==> src/rtl/cpu_ctrl_pkg.sv <==
// cpu_ctrl_pkg: shared definitions for the hardwired ALU control sequencer.
// Holds the sequencer state encoding, the ALU opcode constants, the bit
// positions of the instruction fields inside IR, and opcode class helpers.
package cpu_ctrl_pkg;

  // Sequencer states: fetch is T0..T2, execute is T3..T6.
  // HOLD is only reachable when the single-step build option is enabled.
  typedef enum logic [3:0] {
    IDLE,
    T0,
    T1,
    T2,
    T3,
    T4,
    T5,
    T6,
    HOLD
  } state_t;

  // Field widths inside the 32-bit instruction word.
  localparam int OP_FIELD_W = 5;
  localparam int REG_IDX_W  = 4;

  // Least-significant bit of each instruction field.
  localparam int IR_OP_LSB = 27;
  localparam int IR_RA_LSB = 23;
  localparam int IR_RB_LSB = 19;
  localparam int IR_RC_LSB = 15;

  // ALU opcode encodings.
  localparam logic [OP_FIELD_W-1:0] OP_ADD  = 5'b00011;
  localparam logic [OP_FIELD_W-1:0] OP_SUB  = 5'b00100;
  localparam logic [OP_FIELD_W-1:0] OP_AND  = 5'b00101;
  localparam logic [OP_FIELD_W-1:0] OP_OR   = 5'b00110;
  localparam logic [OP_FIELD_W-1:0] OP_ROR  = 5'b00111;
  localparam logic [OP_FIELD_W-1:0] OP_ROL  = 5'b01000;
  localparam logic [OP_FIELD_W-1:0] OP_SHR  = 5'b01001;
  localparam logic [OP_FIELD_W-1:0] OP_SHRA = 5'b01010;
  localparam logic [OP_FIELD_W-1:0] OP_SHL  = 5'b01011;
  localparam logic [OP_FIELD_W-1:0] OP_MUL  = 5'b01111;
  localparam logic [OP_FIELD_W-1:0] OP_DIV  = 5'b10000;
  localparam logic [OP_FIELD_W-1:0] OP_NEG  = 5'b10001;
  localparam logic [OP_FIELD_W-1:0] OP_NOT  = 5'b10010;
  localparam logic [OP_FIELD_W-1:0] OP_NOP  = 5'b11010;

  // MUL and DIV produce a 64-bit result and need the extra HI write cycle.
  function automatic logic is_muldiv(input logic [OP_FIELD_W-1:0] op);
    return (op == OP_MUL) || (op == OP_DIV);
  endfunction

  // NEG and NOT read only Rb, so Rb is driven again in T4.
  function automatic logic is_unary(input logic [OP_FIELD_W-1:0] op);
    return (op == OP_NEG) || (op == OP_NOT);
  endfunction

  // Ops that read Rb then Rc; the shift/logic/arith block is contiguous.
  function automatic logic is_two_operand(input logic [OP_FIELD_W-1:0] op);
    return ((op >= OP_ADD) && (op <= OP_SHL)) || is_muldiv(op);
  endfunction

  // Anything that proceeds past decode into T4.
  function automatic logic is_executable(input logic [OP_FIELD_W-1:0] op);
    return is_two_operand(op) || is_unary(op);
  endfunction

endpackage

==> src/rtl/reg_select_decoder.sv <==
// reg_select_decoder: turns a register index plus enable into a one-hot
// register select vector. The output is all zero while disabled, so at
// most one register ever sees its load or bus-drive strobe.
module reg_select_decoder #(
  parameter int NUM_REGS = 16,
  parameter int IDX_W    = 4
) (
  input  logic [IDX_W-1:0]    i_idx,
  input  logic                i_en,
  output logic [NUM_REGS-1:0] o_onehot
);

  // Compare the index against every register number to form the one-hot bit.
  always_comb begin
    o_onehot = '0;
    for (int i = 0; i < NUM_REGS; i++) begin
      o_onehot[i] = i_en && (i_idx == IDX_W'(i));
    end
  end

endmodule

==> src/rtl/alu_control_sequencer.sv <==
// alu_control_sequencer: hardwired control unit that walks the datapath
// through instruction fetch (T0..T2) and register-register execute
// (T3..T6), including the two-cycle HI/LO writeback of MUL and DIV.
// Strobes are decoded from the state register and the live IR contents;
// PCin additionally looks at mem_ready so the PC is loaded exactly once.
// Optional build macro SINGLE_STEP_EN: adds a `step` input and parks the
// sequencer in HOLD (run low) after every instruction until step pulses.
module alu_control_sequencer
  import cpu_ctrl_pkg::*;
#(
  parameter int NUM_REGS = 16,
  parameter int OPW      = 5
) (
  input  logic                clock,
  input  logic                clear,
  input  logic                start,
  input  logic                mem_ready,
`ifdef SINGLE_STEP_EN
  input  logic                step,
`endif
  input  logic [31:0]         ir,
  output logic                PCout,
  output logic                MARin,
  output logic                incPC,
  output logic                Zin,
  output logic                ZLowOut,
  output logic                ZHighOut,
  output logic                PCin,
  output logic                read,
  output logic                MDRin,
  output logic                MDRout,
  output logic                IRin,
  output logic                Yin,
  output logic                HIin,
  output logic                LOin,
  output logic [NUM_REGS-1:0] Rout,
  output logic [NUM_REGS-1:0] Rin,
  output logic [OPW-1:0]      opcode,
  output logic                run,
  output logic                illegal
);

  // Where a finished (or aborted) instruction goes next.
`ifdef SINGLE_STEP_EN
  localparam state_t DONE_STATE = HOLD;
`else
  localparam state_t DONE_STATE = T0;
`endif

  state_t                r_state;
  state_t                w_nextState;

  logic [OP_FIELD_W-1:0] w_irOp;
  logic [REG_IDX_W-1:0]  w_ra;
  logic [REG_IDX_W-1:0]  w_rb;
  logic [REG_IDX_W-1:0]  w_rc;
  logic                  w_unusedIr;

  logic                  w_rinEn;
  logic                  w_routEn;
  logic [REG_IDX_W-1:0]  w_routIdx;

  assign w_irOp     = ir[IR_OP_LSB +: OP_FIELD_W];
  assign w_ra       = ir[IR_RA_LSB +: REG_IDX_W];
  assign w_rb       = ir[IR_RB_LSB +: REG_IDX_W];
  assign w_rc       = ir[IR_RC_LSB +: REG_IDX_W];
  assign w_unusedIr = ^ir[IR_RC_LSB-1:0];

  // run tracks whether an instruction is in flight; idle and held are not.
  assign run = (r_state != IDLE) && (r_state != HOLD);

  // State register; clear drops straight back to IDLE, abandoning the instruction.
  always_ff @(posedge clock or negedge clear) begin
    if (!clear) begin
      r_state <= IDLE;
    end else begin
      r_state <= w_nextState;
    end
  end

  // Next-state and strobe decode for the current step of the instruction.
  always_comb begin
    w_nextState = r_state;
    PCout       = 1'b0;
    MARin       = 1'b0;
    incPC       = 1'b0;
    Zin         = 1'b0;
    ZLowOut     = 1'b0;
    ZHighOut    = 1'b0;
    PCin        = 1'b0;
    read        = 1'b0;
    MDRin       = 1'b0;
    MDRout      = 1'b0;
    IRin        = 1'b0;
    Yin         = 1'b0;
    HIin        = 1'b0;
    LOin        = 1'b0;
    illegal     = 1'b0;
    opcode      = OPW'(OP_NOP);
    w_rinEn     = 1'b0;
    w_routEn    = 1'b0;
    w_routIdx   = w_rb;

    unique case (r_state)
      IDLE: begin
        if (start) begin
          w_nextState = T0;
        end
      end

      // Send PC to MAR and compute PC+1 into Z.
      T0: begin
        PCout       = 1'b1;
        MARin       = 1'b1;
        incPC       = 1'b1;
        Zin         = 1'b1;
        opcode      = OPW'(OP_ADD);
        w_nextState = T1;
      end

      // Wait for memory; PC+1 is written back only in the completing cycle.
      T1: begin
        ZLowOut = 1'b1;
        read    = 1'b1;
        MDRin   = 1'b1;
        if (mem_ready) begin
          PCin        = 1'b1;
          w_nextState = T2;
        end
      end

      T2: begin
        MDRout      = 1'b1;
        IRin        = 1'b1;
        w_nextState = T3;
      end

      // Decode: first operand into Y, NOP retires quietly, anything else aborts.
      T3: begin
        if (is_executable(w_irOp)) begin
          w_routEn    = 1'b1;
          w_routIdx   = w_rb;
          Yin         = 1'b1;
          w_nextState = T4;
        end else if (w_irOp == OP_NOP) begin
          w_nextState = DONE_STATE;
        end else begin
          illegal     = 1'b1;
          w_nextState = DONE_STATE;
        end
      end

      // Second operand onto the bus with the ALU operation selected.
      T4: begin
        Zin         = 1'b1;
        opcode      = OPW'(w_irOp);
        w_routEn    = 1'b1;
        w_routIdx   = is_unary(w_irOp) ? w_rb : w_rc;
        w_nextState = T5;
      end

      // Low result word goes to Ra, or to LO for the wide ops.
      T5: begin
        ZLowOut = 1'b1;
        if (is_muldiv(w_irOp)) begin
          LOin        = 1'b1;
          w_nextState = T6;
        end else begin
          w_rinEn     = 1'b1;
          w_nextState = DONE_STATE;
        end
      end

      T6: begin
        ZHighOut    = 1'b1;
        HIin        = 1'b1;
        w_nextState = DONE_STATE;
      end

      HOLD: begin
`ifdef SINGLE_STEP_EN
        if (step) begin
          w_nextState = T0;
        end
`else
        w_nextState = IDLE;
`endif
      end

      default: begin
        w_nextState = IDLE;
      end
    endcase
  end

  reg_select_decoder #(
    .NUM_REGS (NUM_REGS),
    .IDX_W    (REG_IDX_W)
  ) u_rinDecoder (
    .i_idx    (w_ra),
    .i_en     (w_rinEn),
    .o_onehot (Rin)
  );

  reg_select_decoder #(
    .NUM_REGS (NUM_REGS),
    .IDX_W    (REG_IDX_W)
  ) u_routDecoder (
    .i_idx    (w_routIdx),
    .i_en     (w_routEn),
    .o_onehot (Rout)
  );

endmodule

==> config.mk <==
export PLATFORM = sky130hd
export DESIGN_NAME = alu_control_sequencer
export DESIGN_NICKNAME = d
export VERILOG_FILES = /design/src/rtl/cpu_ctrl_pkg.sv /design/src/rtl/reg_select_decoder.sv /design/src/rtl/alu_control_sequencer.sv
export SDC_FILE = /design/constraint.sdc
export NUM_CORES = 1
export LEC_CHECK = 0
export CORE_AREA = 2 2 57 59
export CTS_CLUSTER_DIAMETER = 60
export DETAILED_ROUTE_END_ITERATION = 7
export DIE_AREA = 0 0 59 61
export PLACE_DENSITY = 0.78
export SLEW_MARGIN = 20
export SYNTH_ARGS = -nofsm -noshare
export SYNTH_HDL_FRONTEND = slang
export SYNTH_HIERARCHICAL = 1
export SYNTH_SLANG_ARGS = --single-unit
==> constraint.sdc <==
create_clock -name clock -period 3.1 [get_ports clock]
set_clock_uncertainty 0.15 [all_clocks]
set_input_delay 0.62 -clock clock [delete_from_list [all_inputs] [get_ports clock]]
set_output_delay 0.62 -clock clock [all_outputs]
set_load 0.05 [all_outputs]
Word level (Yosys, flattened, before mapping). Cells that the tools add are included.

Flip-flop bits (word level): 4. Output and inout bits: 53. Logic and storage cells: 119.

$lt $le $gt $ge: 2. Equal/unequal tests: 45. Mux-type cells: 26. Reductions and logical operators: 45.

Operators with widths (count): 4-bit == test (second input constant) (16); 4-bit by 3-bit == test with 1-bit output (second input constant) (12); 1-bit logical AND (34); 4-bit one-hot mux with 8 select lines (1); 4-bit by 2-bit == test with 1-bit output (second input constant) (6); 5-bit == test (second input constant) (4); 1-bit two-way mux (17); 4-bit two-way mux (4); 4-bit by 1-bit == test with 1-bit output (second input constant) (3); 4-bit zero test (3); 5-bit one-hot mux with 2 select lines (1); 3-bit two-way mux (2); 5-bit by 4-bit == test with 1-bit output (second input constant) (1); 5-bit by 2-bit >= comparator with 1-bit output (second input constant) (1); 5-bit by 4-bit <= comparator with 1-bit output (second input constant) (1); 1-bit logical OR (4); 2-bit != test (second input constant) (2); 4-bit != test (second input constant) (1); 4-bit nonzero test (1); 2-bit OR reduction (2); 1-bit one-hot mux with 2 select lines (1); 2-bit AND reduction (1).

Depth between registers and ports, before layout. Gate-level depths: netlist of run 1.

Depth after elaboration: 7. Mapped depth: 8. Depth with buffers taken out: 7.

Hierarchy. The synthesis of run 1 kept the hierarchy.

Modules (own cells, without submodules): alu_control_sequencer (instances 1, cells each 68, area an instance 545.5 um^2, seq. area each 75.1 um^2); reg_select_decoder (instances 2, cells each 23, area an instance 117.6 um^2, seq. area each 0.0 um^2).

Worst setup path after synthesis of run 1. Ideal clock, no wire load.

Path kind: input port to output port. Start point: in ir[28]. End point: out Rout[4]. Arrival time: 2.622 ns. Required time: 2.330 ns. Setup slack: -0.292 ns. Stages: 5. Buffers on the path: 0. Cell sequence: xor2_1 a21oi_4 mux2_4 nand3b_1 nor3_1.

Elaborated cells between the ends (all ways): 17.

RTL lines: start, declared (line alu_control_sequencer.sv:21) `input logic [31:0] ir,`; 5-bit == test (line cpu_ctrl_pkg.sv:53) `return (op == OP_NEG) || (op == OP_NOT);`; 1-bit logical OR (*) (line cpu_ctrl_pkg.sv:53); 4-bit two-way mux (*) (line alu_control_sequencer.sv:158) `w_routIdx = is_unary(w_irOp) ? w_rb : w_rc;`; 4-bit two-way mux (*); net w_routIdx[3] (line alu_control_sequencer.sv:61) `logic [REG_IDX_W-1:0] w_routIdx;`; 4-bit by 3-bit == test with 1-bit output (*) (line reg_select_decoder.sv:17) `o_onehot[i] = i_en && (i_idx == IDX_W'(i));`; 1-bit logical AND (*) (line reg_select_decoder.sv:17); end, declared (line alu_control_sequencer.sv:36) `output logic [NUM_REGS-1:0] Rout,`.

Mark *: on every way through the listed nets, which the timed path passes. The rest lies on a longest branch.

Final worst setup path of run 1.
Start point: in ir[28]. End point: out Rout[0].

Elaborated cells between the ends (all ways): 17.

RTL lines (line): 5-bit == test (cpu_ctrl_pkg.sv:53); 1-bit logical OR (*) (cpu_ctrl_pkg.sv:53); 4-bit two-way mux (*) (alu_control_sequencer.sv:158); 4-bit two-way mux (*); net w_routIdx[2] (alu_control_sequencer.sv:61); 4-bit zero test (*) (reg_select_decoder.sv:17); 1-bit logical AND (*) (reg_select_decoder.sv:17).

Marks and branches as above.

==> impl_metrics.yaml, run 1 <==
floorplan:
  die_h_um: 61
  num_rows: 20
  core_um2: 2950
  pin_count: 89
  die_w_um: 59
  die-area_um2: 3600
  initial_utilization: 0.264
clock_network:
  cts_sinks: 3
  cts_buffers: 3
  clkTransAtPathRegs_ns: 0.04
  cts_tree: "yes"
  insertion_delay_ns: 0.24
  clockBufferDepth: 2
  h-tree-depth: 1
  cts-root-buf: "clkbuf_4"
sta:
  hold_viol: 0
  fmax_ghz: 0.327
  rsz0062_at_grt: "true"
  maxSlewHeadroom: 0.661
  maxSlewViolCount: 0
  worst_pin_slew_ns: 0.507
  finalSetupViolations: 0
  period_minus_slack_ns: 3.05
  whs_ns: 0.418
  fin_crit_sh: 0.985
final_layout:
  antennaDiodeCount: 0
  finalNonFillerCells: 242
  final_util: 0.723
  top_register: "r_state"
  nFillCells: 212
  largest_reg_flops: 3
  nNetsFinal: 246
  area_growth_pct: 174
  drive_gt1_frac: 0.512
  reg_top3: "r_state: 3 flops"
setup_path:
  critPathRequiredTime_ns: 2.33
  criticalPathCategory: "input pin to output port"
  endpoint_kind: "output port"
  crit_arrival_ns: 2.28
  crit_path_max_fanout: 4
  worstSetupStartpointType: "input pin"
  worst-r2r-cell-count: 3
place:
  dp.cells: 235
  numPortBuffers: 73
  dpl.hpwl_um: 2890
  gp_congestion: 0.850
yosys:
  ys_ff_latch: 3
  synth-edff-count: 0
  syn_area_per_cell_um2: 6.85
  syn-instance-count: 114
  syn-num-nets: 150
  synth_area_um2: 781
  synth.distinct_cells: 36
  ys_seq_area_frac: 0.0962
  yosys_warnings: 6
  synth-async-reset-ratio: 1.00
  synthFlopType: "dfrtp_1"
power:
  pwr_density_cell_nw_per_um2: 505
  cellLeakagePower_nw: 0.911
  ir_worst_vdd_mv: 0.568
worst_hold_path:
  worst_hold_path_type: "input pin to asynchronous set/reset pin"
detailed_routing:
  viasPerCell: 4.86
  ant_nets: 0
  drt_iter0_markers: 17
  firstDrtPassIters: 4
  wl_per_cell_um: 14.3
  drc: 0
  dr_total_vias: 1176
  drt_wl_total_um: 3460
global_route:
  grt_max_degree: 18
  grt_pass1_vias: 1154
  grt_pass1_wl_um: 5040
  grt_use_total: 0.181
  antenna_found_initial: 0
  grt_overflow_total: 0
run:
  cap_violations: 0
outcome:
  status: "finished, final reports clean"
[final cells by class]
type / count / area (um^2) / area share
clock buffers: 4 / 26.3 / 0.0123
inverters: 3 / 16.3 / 0.00762
multi-input cells: 99 / 698 / 0.327
flip-flops and latches: 3 / 75.1 / 0.0351
well taps: 33 / 41.3 / 0.0193
repair buffers: 100 / 1280 / 0.599
[cells in the final DEF, fill, tap and decap left out, types with 2 or more instances in the layout]
master / n
clkbuf_4: 3
nand2_1: 11
buf_2: 2
nor2b_1: 2
nor3_2: 6
nor2_2: 6
dfrtp_1: 3
or3b_4: 2
buf_4: 31
nor3_4: 3
inv_1: 2
buf_12: 36
and3_1: 3
nand2b_1: 7
nand3b_1: 4
a21oi_1: 3
nand3_1: 4
clkdlybuf4s50_1: 27
nor2_1: 23
mux2_4: 4
buf_6: 4
and2b_1: 2
[report_power, final]
part	internal, mW	switching, mW
Clock	0.0483	0.0219
Combinational	0.351	0.584
Sequential	0.0569	0.0157
Total	0.457	0.621
[layer usage]
metal / global-route usage / vias to the layer above / wire length (um)
li1: - / 576 / -
met1: 0.190 / 555 / 1270
met2: 0.378 / 39 / 2030
met3: 0.0149 / 6 / 119
met4: 0.0487 / 0 / 44
met5: 0 / - / 0
[synthesized netlist by cell type, drive strengths merged (2+ instances only)]
library cell	instances	area share
a21oi	5	0.046
and2b	2	0.019
and3	3	0.024
buf	8	0.082
dfrtp	3	0.096
inv	2	0.0096
mux2	4	0.077
nand2	12	0.067
nand2b	8	0.074
nand3	4	0.026
nand3b	4	0.038
nor2	29	0.14
nor2b	2	0.016
nor3	10	0.083
or3b	2	0.029
[worst max-delay path, cell delays in order]
cell and delay [ns]:
buf_2 0.13, xor2_2 0.16, a21oi_4 0.19, mux2_4 0.33
or3b_4 0.45, nor3_4 0.24, buf_12 0.16
[worst paths after layout]
| kind | from | to | slack (ns) |
|---|---|---|---|
| worst max-delay path | ir[28] | Rout[0] | 0.05 |
| worst min-delay path | clear | r_state[2] | 0.42 |
| worst max register to register | r_state[2] | r_state[2] | 1.74 |
| worst min register to register | r_state[0] | r_state[1] | 0.42 |
| max in group asynchronous | clear | r_state[1] | 2.23 |
| min in group clock | r_state[0] | r_state[1] | 0.42 |
[what timing repair did]
item | 4_1_cts | 5_1_grt
hold buffers | 0 | 0
buffers inserted | 1 | 2
pin swaps | 4 | 5
setup endpoints to repair | 32 | 5
resized for setup | 27 | 9
[metrics by stage]
stage | setup WS (ns) | TNS [ns] | total power [mW] | cell area (um^2)
floorplan | -0.0931 | -0.334 | 0.701 | 825
global placement | -0.320 | -5.80 | 0.964 | 2060
detailed placement | -0.383 | -8.13 | 0.982 | 2060
CTS | 0.0227 | 0 | 1.06 | 2090
global route | -0.0265 | -0.0555 | 1.13 | 2140
finish | 0.0454 | 0 | 1.08 | 2140
[logic make-up (layout without fill, tap and decap cells)]
kind of cell / count (synthesis) / after routing / share of synthesized area
compound gates: 13 / 13 / 0.135
buf+inv: 12 / 107 / 0.107
mux: 4 / 4 / 0.0769
flops: 3 / 3 / 0.0962
simple gates: 81 / 81 / 0.574
xor+xnor: 1 / 1 / 0.0112
No activity file was read; power rests on OpenSTA's default activity.
==> run 2: changes to the inputs <==
--- a/config.mk
+++ b/config.mk
@@ -9,8 +9,8 @@
 export CTS_CLUSTER_DIAMETER = 60
 export DETAILED_ROUTE_END_ITERATION = 7
 export DIE_AREA = 0 0 59 61
+export GPL_ROUTABILITY_DRIVEN = 0
 export PLACE_DENSITY = 0.78
-export SLEW_MARGIN = 20
 export SYNTH_ARGS = -nofsm -noshare
 export SYNTH_HDL_FRONTEND = slang
 export SYNTH_HIERARCHICAL = 1
==> results of run 2 <==
Same layout as run 1: the final DEF is identical, and so are final timing and power.
